===== config.mk =====
export PLATFORM = sky130hd
export DESIGN_NAME = nibble_serial_addsub_flat
export DESIGN_NICKNAME = d
export VERILOG_FILES = /design/src/rtl/nibble_serial_addsub_if.sv /design/src/rtl/nibble_serial_addsub.sv /design/src/flat_wrapper.sv
export SDC_FILE = /design/constraint.sdc
export NUM_CORES = 1
export LEC_CHECK = 0
export CORE_MARGIN = 4
export CORE_UTILIZATION = 42
export CTS_BUF_LIST = sky130_fd_sc_hd__clkbuf_4 sky130_fd_sc_hd__clkbuf_8
export DETAILED_ROUTE_END_ITERATION = 10
export HOLD_SLACK_MARGIN = 0.08
export PLACE_DENSITY = 0.71
export SLEW_MARGIN = 25
export SYNTH_ARGS = -nofsm -noshare
export SYNTH_HDL_FRONTEND = slang
export SYNTH_SLANG_ARGS = --single-unit

===== constraint.sdc =====
create_clock -name clk -period 2.5 [get_ports clk]
set_input_delay 0.25 -clock clk [delete_from_list [all_inputs] [get_ports clk]]
set_output_delay 0.25 -clock clk [all_outputs]
set_load 0.01 [all_outputs]

===== src/rtl/nibble_serial_addsub_if.sv =====
// ============================================================================
// Module      : nibble_serial_addsub_if
// Description : Operand/result handshake bundle for nibble_serial_addsub.
//               zero/ovf exist only when STATUS_FLAGS_EN is defined.
// Revision    : 1.0 - initial release
// ============================================================================
`default_nettype none

interface nibble_serial_addsub_if #(
    parameter int WIDTH = 16
);
    logic             in_valid;
    logic             in_ready;
    logic [WIDTH-1:0] a;
    logic [WIDTH-1:0] b;
    logic             op;
    logic             out_valid;
    logic             out_ready;
    logic [WIDTH-1:0] result;
    logic             cout;
`ifdef STATUS_FLAGS_EN
    logic             zero;
    logic             ovf;
`endif

    // master drives operands and consumes results; slave is the adder itself
    modport master (
        output in_valid, a, b, op, out_ready,
        input  in_ready, out_valid, result, cout
`ifdef STATUS_FLAGS_EN
        , input zero, ovf
`endif
    );

    modport slave (
        input  in_valid, a, b, op, out_ready,
        output in_ready, out_valid, result, cout
`ifdef STATUS_FLAGS_EN
        , output zero, ovf
`endif
    );
endinterface

`default_nettype wire


===== src/rtl/nibble_serial_addsub.sv =====
// ============================================================================
// Module      : nibble_serial_addsub
// Description : WIDTH-bit add/subtract computed one 4-bit CLA slice per clock,
//               valid/ready on both sides. Optional macro: STATUS_FLAGS_EN.
// Revision    : 1.0 - initial release
// ============================================================================
`default_nettype none

module nibble_serial_addsub #(
    parameter int WIDTH = 16
) (
    input  logic                  clk,
    input  logic                  rst,
    nibble_serial_addsub_if.slave bus
);
    localparam int NIB  = WIDTH / 4;
    localparam int IDXW = $clog2(NIB);

    localparam logic [1:0] S_IDLE = 2'd0;
    localparam logic [1:0] S_CALC = 2'd1;
    localparam logic [1:0] S_DONE = 2'd2;

    logic [1:0]       state_q,  state_d;
    logic [WIDTH-1:0] areg_q,   areg_d;
    logic [WIDTH-1:0] breg_q,   breg_d;
    logic             carry_q,  carry_d;
    logic [IDXW-1:0]  idx_q,    idx_d;
    logic [WIDTH-1:0] result_q, result_d;
    logic             cout_q,   cout_d;
`ifdef STATUS_FLAGS_EN
    logic             zero_q,   zero_d;
    logic             ovf_q,    ovf_d;
`endif

    logic [3:0] nib_a;
    logic [3:0] nib_b;
    logic [3:0] gen;
    logic [3:0] prop;
    logic [4:0] cy;
    logic [3:0] sum;
    logic       last_nib;

    assign nib_a    = areg_q[4*idx_q +: 4];
    assign nib_b    = breg_q[4*idx_q +: 4];
    assign last_nib = (idx_q == IDXW'(NIB - 1));

    // 4-bit carry-look-ahead slice; cy[3] is the carry into the slice MSB
    always_comb begin
        gen   = nib_a & nib_b;
        prop  = nib_a ^ nib_b;
        cy[0] = carry_q;
        cy[1] = gen[0] | (prop[0] & cy[0]);
        cy[2] = gen[1] | (prop[1] & gen[0]) | (prop[1] & prop[0] & cy[0]);
        cy[3] = gen[2] | (prop[2] & gen[1]) | (prop[2] & prop[1] & gen[0])
              | (prop[2] & prop[1] & prop[0] & cy[0]);
        cy[4] = gen[3] | (prop[3] & gen[2]) | (prop[3] & prop[2] & gen[1])
              | (prop[3] & prop[2] & prop[1] & gen[0])
              | (prop[3] & prop[2] & prop[1] & prop[0] & cy[0]);
        sum   = prop ^ cy[3:0];
    end

    always_comb begin
        state_d  = state_q;
        areg_d   = areg_q;
        breg_d   = breg_q;
        carry_d  = carry_q;
        idx_d    = idx_q;
        result_d = result_q;
        cout_d   = cout_q;
`ifdef STATUS_FLAGS_EN
        zero_d   = zero_q;
        ovf_d    = ovf_q;
`endif
        case (state_q)
            S_IDLE: begin
                if (bus.in_valid) begin
                    state_d  = S_CALC;
                    areg_d   = bus.a;
                    breg_d   = bus.b ^ {WIDTH{bus.op}};
                    carry_d  = bus.op;
                    idx_d    = '0;
                    result_d = '0;
`ifdef STATUS_FLAGS_EN
                    zero_d   = 1'b0;
                    ovf_d    = 1'b0;
`endif
                end
            end
            S_CALC: begin
                result_d[4*idx_q +: 4] = sum;
                carry_d                = cy[4];
                idx_d                  = idx_q + 1'b1;
                if (last_nib) begin
                    cout_d  = cy[4];
                    state_d = S_DONE;
`ifdef STATUS_FLAGS_EN
                    zero_d  = (result_d == '0);
                    ovf_d   = cy[3] ^ cy[4];
`endif
                end
            end
            S_DONE: begin
                if (bus.out_ready) begin
                    state_d = S_IDLE;
                end
            end
            default: state_d = S_IDLE;
        endcase
    end

    always_ff @(posedge clk) begin
        if (rst) begin
            state_q  <= S_IDLE;
            areg_q   <= '0;
            breg_q   <= '0;
            carry_q  <= 1'b0;
            idx_q    <= '0;
            result_q <= '0;
            cout_q   <= 1'b0;
`ifdef STATUS_FLAGS_EN
            zero_q   <= 1'b0;
            ovf_q    <= 1'b0;
`endif
        end else begin
            state_q  <= state_d;
            areg_q   <= areg_d;
            breg_q   <= breg_d;
            carry_q  <= carry_d;
            idx_q    <= idx_d;
            result_q <= result_d;
            cout_q   <= cout_d;
`ifdef STATUS_FLAGS_EN
            zero_q   <= zero_d;
            ovf_q    <= ovf_d;
`endif
        end
    end

    assign bus.in_ready  = (state_q == S_IDLE);
    assign bus.out_valid = (state_q == S_DONE);
    assign bus.result    = result_q;
    assign bus.cout      = cout_q;
`ifdef STATUS_FLAGS_EN
    assign bus.zero      = zero_q;
    assign bus.ovf       = ovf_q;
`endif

endmodule

`default_nettype wire

===== src/flat_wrapper.sv =====
// flat-port wrapper written by rule: the top's interface ports become plain ports
module nibble_serial_addsub_flat 
#(
    parameter int WIDTH = 16
)
  (clk, rst, bus_in_valid, bus_a, bus_b, bus_op, bus_out_ready, bus_in_ready, bus_out_valid, bus_result, bus_cout);
  nibble_serial_addsub_if #(.WIDTH(WIDTH)) bus_i ();
  input  logic clk;
  input  logic rst;
  input wire logic [$bits(bus_i.in_valid)-1:0] bus_in_valid;
  input wire logic [$bits(bus_i.a)-1:0] bus_a;
  input wire logic [$bits(bus_i.b)-1:0] bus_b;
  input wire logic [$bits(bus_i.op)-1:0] bus_op;
  input wire logic [$bits(bus_i.out_ready)-1:0] bus_out_ready;
  output wire logic [$bits(bus_i.in_ready)-1:0] bus_in_ready;
  output wire logic [$bits(bus_i.out_valid)-1:0] bus_out_valid;
  output wire logic [$bits(bus_i.result)-1:0] bus_result;
  output wire logic [$bits(bus_i.cout)-1:0] bus_cout;
  assign bus_i.in_valid = bus_in_valid;
  assign bus_i.a = bus_a;
  assign bus_i.b = bus_b;
  assign bus_i.op = bus_op;
  assign bus_i.out_ready = bus_out_ready;
  assign bus_in_ready = bus_i.in_ready;
  assign bus_out_valid = bus_i.out_valid;
  assign bus_result = bus_i.result;
  assign bus_cout = bus_i.cout;
  nibble_serial_addsub #(.WIDTH(WIDTH)) u_core (.clk(clk), .rst(rst), .bus(bus_i));
endmodule

==> flow_results.xml <==
<?xml version="1.0" encoding="UTF-8"?>
<metrics>
  <group name="grt">
    <metric name="pin_count_of_the_biggest_net_entering_global_routing" unit="">50</metric>
    <metric name="grt_util_met2" unit="">0.249</metric>
    <metric name="grt_antenna_before_repair" unit="">0</metric>
    <metric name="grt_util_met3" unit="">0.0378</metric>
    <metric name="grt_busiest_layer" unit="">met2</metric>
    <metric name="grt_first_pass_wirelength" unit="um">9230</metric>
    <metric name="grt_pass1_vias" unit="">1997</metric>
    <metric name="grt.overflow.total" unit="">0</metric>
    <metric name="globalRouteMet1Util" unit="">0.199</metric>
    <metric name="grtUsageTotal" unit="">0.154</metric>
  </group>
  <group name="floorplanning">
    <metric name="row_count" unit="">28</metric>
    <metric name="floorplan.die.width" unit="um">86.9</metric>
    <metric name="height_of_the_chip" unit="um">86.9</metric>
    <metric name="io-pin-count" unit="">56</metric>
    <metric name="core_area" unit="sq um">5990</metric>
    <metric name="start_util" unit="">0.437</metric>
    <metric name="floorplan_die_area" unit="sq um">7560</metric>
  </group>
  <group name="final_layout">
    <metric name="final_core_utilization" unit="">0.558</metric>
    <metric name="final_layout_size_suffix_gt1_frac" unit="">0.119</metric>
    <metric name="filler_cell_count" unit="">557</metric>
    <metric name="n_antenna_cell" unit="">0</metric>
    <metric name="nets" unit="">375</metric>
    <metric name="layout.cells.most_common" unit="">clkdlybuf4s50_1</metric>
    <metric name="mostFrequentLayoutCells" unit="">54 x clkdlybuf4s50_1, 53 x dfxtp_1, 41 x nand2_1</metric>
    <metric name="area_growth_from_synthesis_to_final_layout" unit="%">27.7</metric>
  </group>
  <group name="clocking">
    <metric name="postCtsHoldBufs" unit="">0</metric>
    <metric name="clk_transition_reported_paths" unit="ns">0.09</metric>
    <metric name="postCtsResizedCells" unit="">0</metric>
    <metric name="tritoncts" unit="">built</metric>
    <metric name="cts.repair_timing.setup_buffer_count" unit="">0</metric>
    <metric name="clock_sinks" unit="">54</metric>
    <metric name="cts_root_buffer" unit="">clkbuf_8</metric>
    <metric name="cts_max_level" unit="">2</metric>
    <metric name="clk-insertion-delay-late" unit="ns">0.30</metric>
    <metric name="clk_path_buf_depth" unit="">2</metric>
    <metric name="cts_buffers" unit="">5</metric>
  </group>
  <group name="pwr">
    <metric name="seq_power_share" unit="">0.494</metric>
    <metric name="power.leakage" unit="nW">1.24</metric>
    <metric name="p_sw_frac" unit="">0.255</metric>
    <metric name="p_clk_frac" unit="">0.310</metric>
    <metric name="overall_power_consumption" unit="mW">1.90</metric>
    <metric name="power_report.internal_total" unit="mW">1.42</metric>
    <metric name="vdd.ir_drop.worst" unit="mV">0.331</metric>
    <metric name="p_switching" unit="mW">0.484</metric>
    <metric name="combinationalPowerShare" unit="">0.195</metric>
    <metric name="power.density" unit="nW/um^2">568</metric>
  </group>
  <group name="worst_setup_path">
    <metric name="rr_endpoint" unit="">u_core.bus.result[3]$_SDFFE_PP0P_</metric>
    <metric name="worstPathArrival" unit="ns">2.45</metric>
    <metric name="regToRegSetupSlack" unit="ns">0.20</metric>
    <metric name="worst-endpoint-required" unit="ns">2.66</metric>
    <metric name="worst_r2r_startpoint" unit="">u_core.idx_q[0]$_SDFFE_PP0P_</metric>
    <metric name="worstPathMaxFanout" unit="">4</metric>
    <metric name="setup.worst_path.end_class" unit="">register</metric>
    <metric name="critPathKind" unit="">register to register</metric>
    <metric name="critical_path.startpoint_type" unit="">register</metric>
    <metric name="reg2regPathDepth" unit="">8</metric>
  </group>
  <group name="timing">
    <metric name="grt_setup_unrepaired" unit="">false</metric>
    <metric name="holdWs" unit="ns">0.457</metric>
    <metric name="max_slew.worst_pin.slew" unit="ns">0.830</metric>
    <metric name="final_max_slew_viol_count" unit="">0</metric>
    <metric name="slew_headroom" unit="">0.447</metric>
    <metric name="setup_violations" unit="">0</metric>
    <metric name="totalNegativeSetupSlack" unit="ns">0</metric>
    <metric name="layout_worst_path_cycle_share" unit="">0.919</metric>
    <metric name="finalClockSkew" unit="ns">0.00504</metric>
    <metric name="hold_violations" unit="">0</metric>
    <metric name="final.min_clock_period" unit="ns">2.30</metric>
    <metric name="fmax" unit="GHz">0.435</metric>
  </group>
  <group name="run_status">
    <metric name="run_status" unit="">finished, final reports clean</metric>
  </group>
  <group name="min_path">
    <metric name="whs_path_depth" unit="">2</metric>
    <metric name="startpoint_of_the_tightest_hold_check_path" unit="">u_core.areg_q[1]$_SDFFE_PP0P_</metric>
    <metric name="hp-class" unit="">register to register</metric>
    <metric name="min_delay_worst_endpoint" unit="">u_core.areg_q[1]$_SDFFE_PP0P_</metric>
  </group>
  <group name="route">
    <metric name="drt_pass1_iterations" unit="">4</metric>
    <metric name="ant_nets" unit="">0</metric>
    <metric name="drt_drc_violations_left" unit="">0</metric>
    <metric name="avgViaCountPerCell" unit="">5.21</metric>
    <metric name="vias" unit="">2103</metric>
    <metric name="wire_per_inst" unit="um">14.0</metric>
    <metric name="detail_route.iter0.violations" unit="">100</metric>
    <metric name="totalWireLength" unit="um">5650</metric>
  </group>
  <group name="logic_synthesis">
    <metric name="ys_types" unit="">37</metric>
    <metric name="postSynthAreaPerCell" unit="sq um">9.42</metric>
    <metric name="syn-instance-count" unit="">278</metric>
    <metric name="synth_area" unit="sq um">2620</metric>
    <metric name="postSynthNetCount" unit="">325</metric>
    <metric name="yosys_warnings" unit="">0</metric>
    <metric name="post_synthesis_sequential_area_ratio" unit="">0.413</metric>
    <metric name="synth-seq-cells" unit="">54</metric>
  </group>
  <group name="job">
    <metric name="max-cap-violations" unit="">0</metric>
  </group>
  <group name="place">
    <metric name="gpl.final_weighted_congestion" unit="">0.786</metric>
    <metric name="dp_hpwl" unit="um">4250</metric>
    <metric name="io_buffers" unit="">55</metric>
  </group>
</metrics>
logic make-up after synthesis:
| logic type | after synthesis | synth area share |
|---|---|---|
| buffers and inverters | 22 | 0.0421 |
| DFF | 54 | 0.413 |
| xor gates and xnor gates | 18 | 0.0602 |
| adders and majority gates | 10 | 0.0507 |
| AOI/OAI and AO/OA | 66 | 0.189 |
| muxes | 8 | 0.0688 |
| and+or+nand+nor | 100 | 0.176 |
state kept, by name, indices dropped and copies added (netlist names):
signal	count
u_core.bus.cout	1
u_core.idx_q	2
u_core.breg_q	16
u_core.bus.result	16
u_core.state_q	2
u_core.carry_q	1
u_core.areg_q	16
critical path: stages (launching register included):
cell	delay (ns)
dfxtp_2	0.38
buf_4	0.16
mux4_2	0.50
ha_1	0.34
o21a_1	0.20
a21oi_2	0.16
xor2_1	0.18
buf_4	0.16
o31ai_1	0.07
through the flow:
stage               cells  setup slack (ns)  instance area, sq um
floorplan             278            0.0232                  2620
global placement      396             0.135                  3220
detailed placement    396            0.0712                  3220
CTS                   404            0.0448                  3340
global route          404            0.0375                  3340
finish                404             0.202                  3340
area by class of cell:
| cell class | count | area (sq um) | share of cell area |
|---|---|---|---|
| clock buffers | 7 | 83.8 | 0.0251 |
| clock inverters | 1 | 30.0 | 0.00898 |
| inverters | 3 | 11.3 | 0.00337 |
| multi-input cells | 202 | 1430 | 0.428 |
| flip-flops and latches | 54 | 1080 | 0.324 |
| well taps | 75 | 93.8 | 0.0281 |
| repair buffers | 62 | 611 | 0.183 |
routing by layer:
layer,routed length [um],up-vias,part of all wire
li1,-,1077,-
met5,0,-,0
met1,2480,963,0.44
met2,2790,55,0.49
met3,307,8,0.054
met4,74,0,0.013
worst max path at each step:
| stage | start | end | slack [ns] |
|---|---|---|---|
| 6_report | u_core.idx_q[0]$_SDFFE_PP0P_ | u_core.bus.result[3]$_SDFFE_PP0P_ | 0.20 |
| 3_5_place_dp | u_core.idx_q[0]$_SDFFE_PP0P_ | u_core.bus.result[3]$_SDFFE_PP0P_ | 0.07 |
| 5_1_grt | u_core.idx_q[0]$_SDFFE_PP0P_ | u_core.bus.result[3]$_SDFFE_PP0P_ | 0.04 |
| 4_1_cts | u_core.idx_q[0]$_SDFFE_PP0P_ | u_core.bus.result[3]$_SDFFE_PP0P_ | 0.04 |
| 2_1_floorplan | u_core.idx_q[0]$_SDFFE_PP0P_ | u_core.bus.result[3]$_SDFFE_PP0P_ | 0.02 |
| 3_3_place_gp | u_core.idx_q[0]$_SDFFE_PP0P_ | u_core.bus.result[3]$_SDFFE_PP0P_ | 0.14 |
power by group through the flow:
stage / registers (mW) / clock network, mW / logic [mW]
after floorplan: 0.948 / 0 / 0.249
after global placement: 0.961 / 0 / 0.362
after detailed placement: 0.960 / 0 / 0.372
after CTS: 0.940 / 0.606 / 0.373
after global routing: 0.947 / 0.634 / 0.410
final: 0.940 / 0.590 / 0.371
cells in the mapped netlist, drive strengths merged:
cell type   n  area share
a211o       2      0.0067
a211oi     17       0.066
a21o        5       0.014
a21oi      23       0.044
a22oi       8       0.023
a32oi       4       0.013
and2        1      0.0024
and3        2      0.0048
and3b       1      0.0033
and4bb      1      0.0048
buf        12       0.028
clkbuf      7       0.010
dfxtp      54        0.41
fa          1      0.0076
ha          9       0.043
inv         3      0.0043
mux4        8       0.069
nand2      41       0.059
nand2b      5       0.012
nand3       2      0.0038
nand3b      7       0.020
nor2       35       0.050
nor2b       2      0.0048
nor4b       2      0.0091
o21a        1      0.0029
o21bai      1      0.0029
o22ai       1      0.0024
o31ai       4       0.013
or2         1      0.0024
xnor2      16       0.054
xor2        2      0.0067
Power figures use the tool's default switching activity.
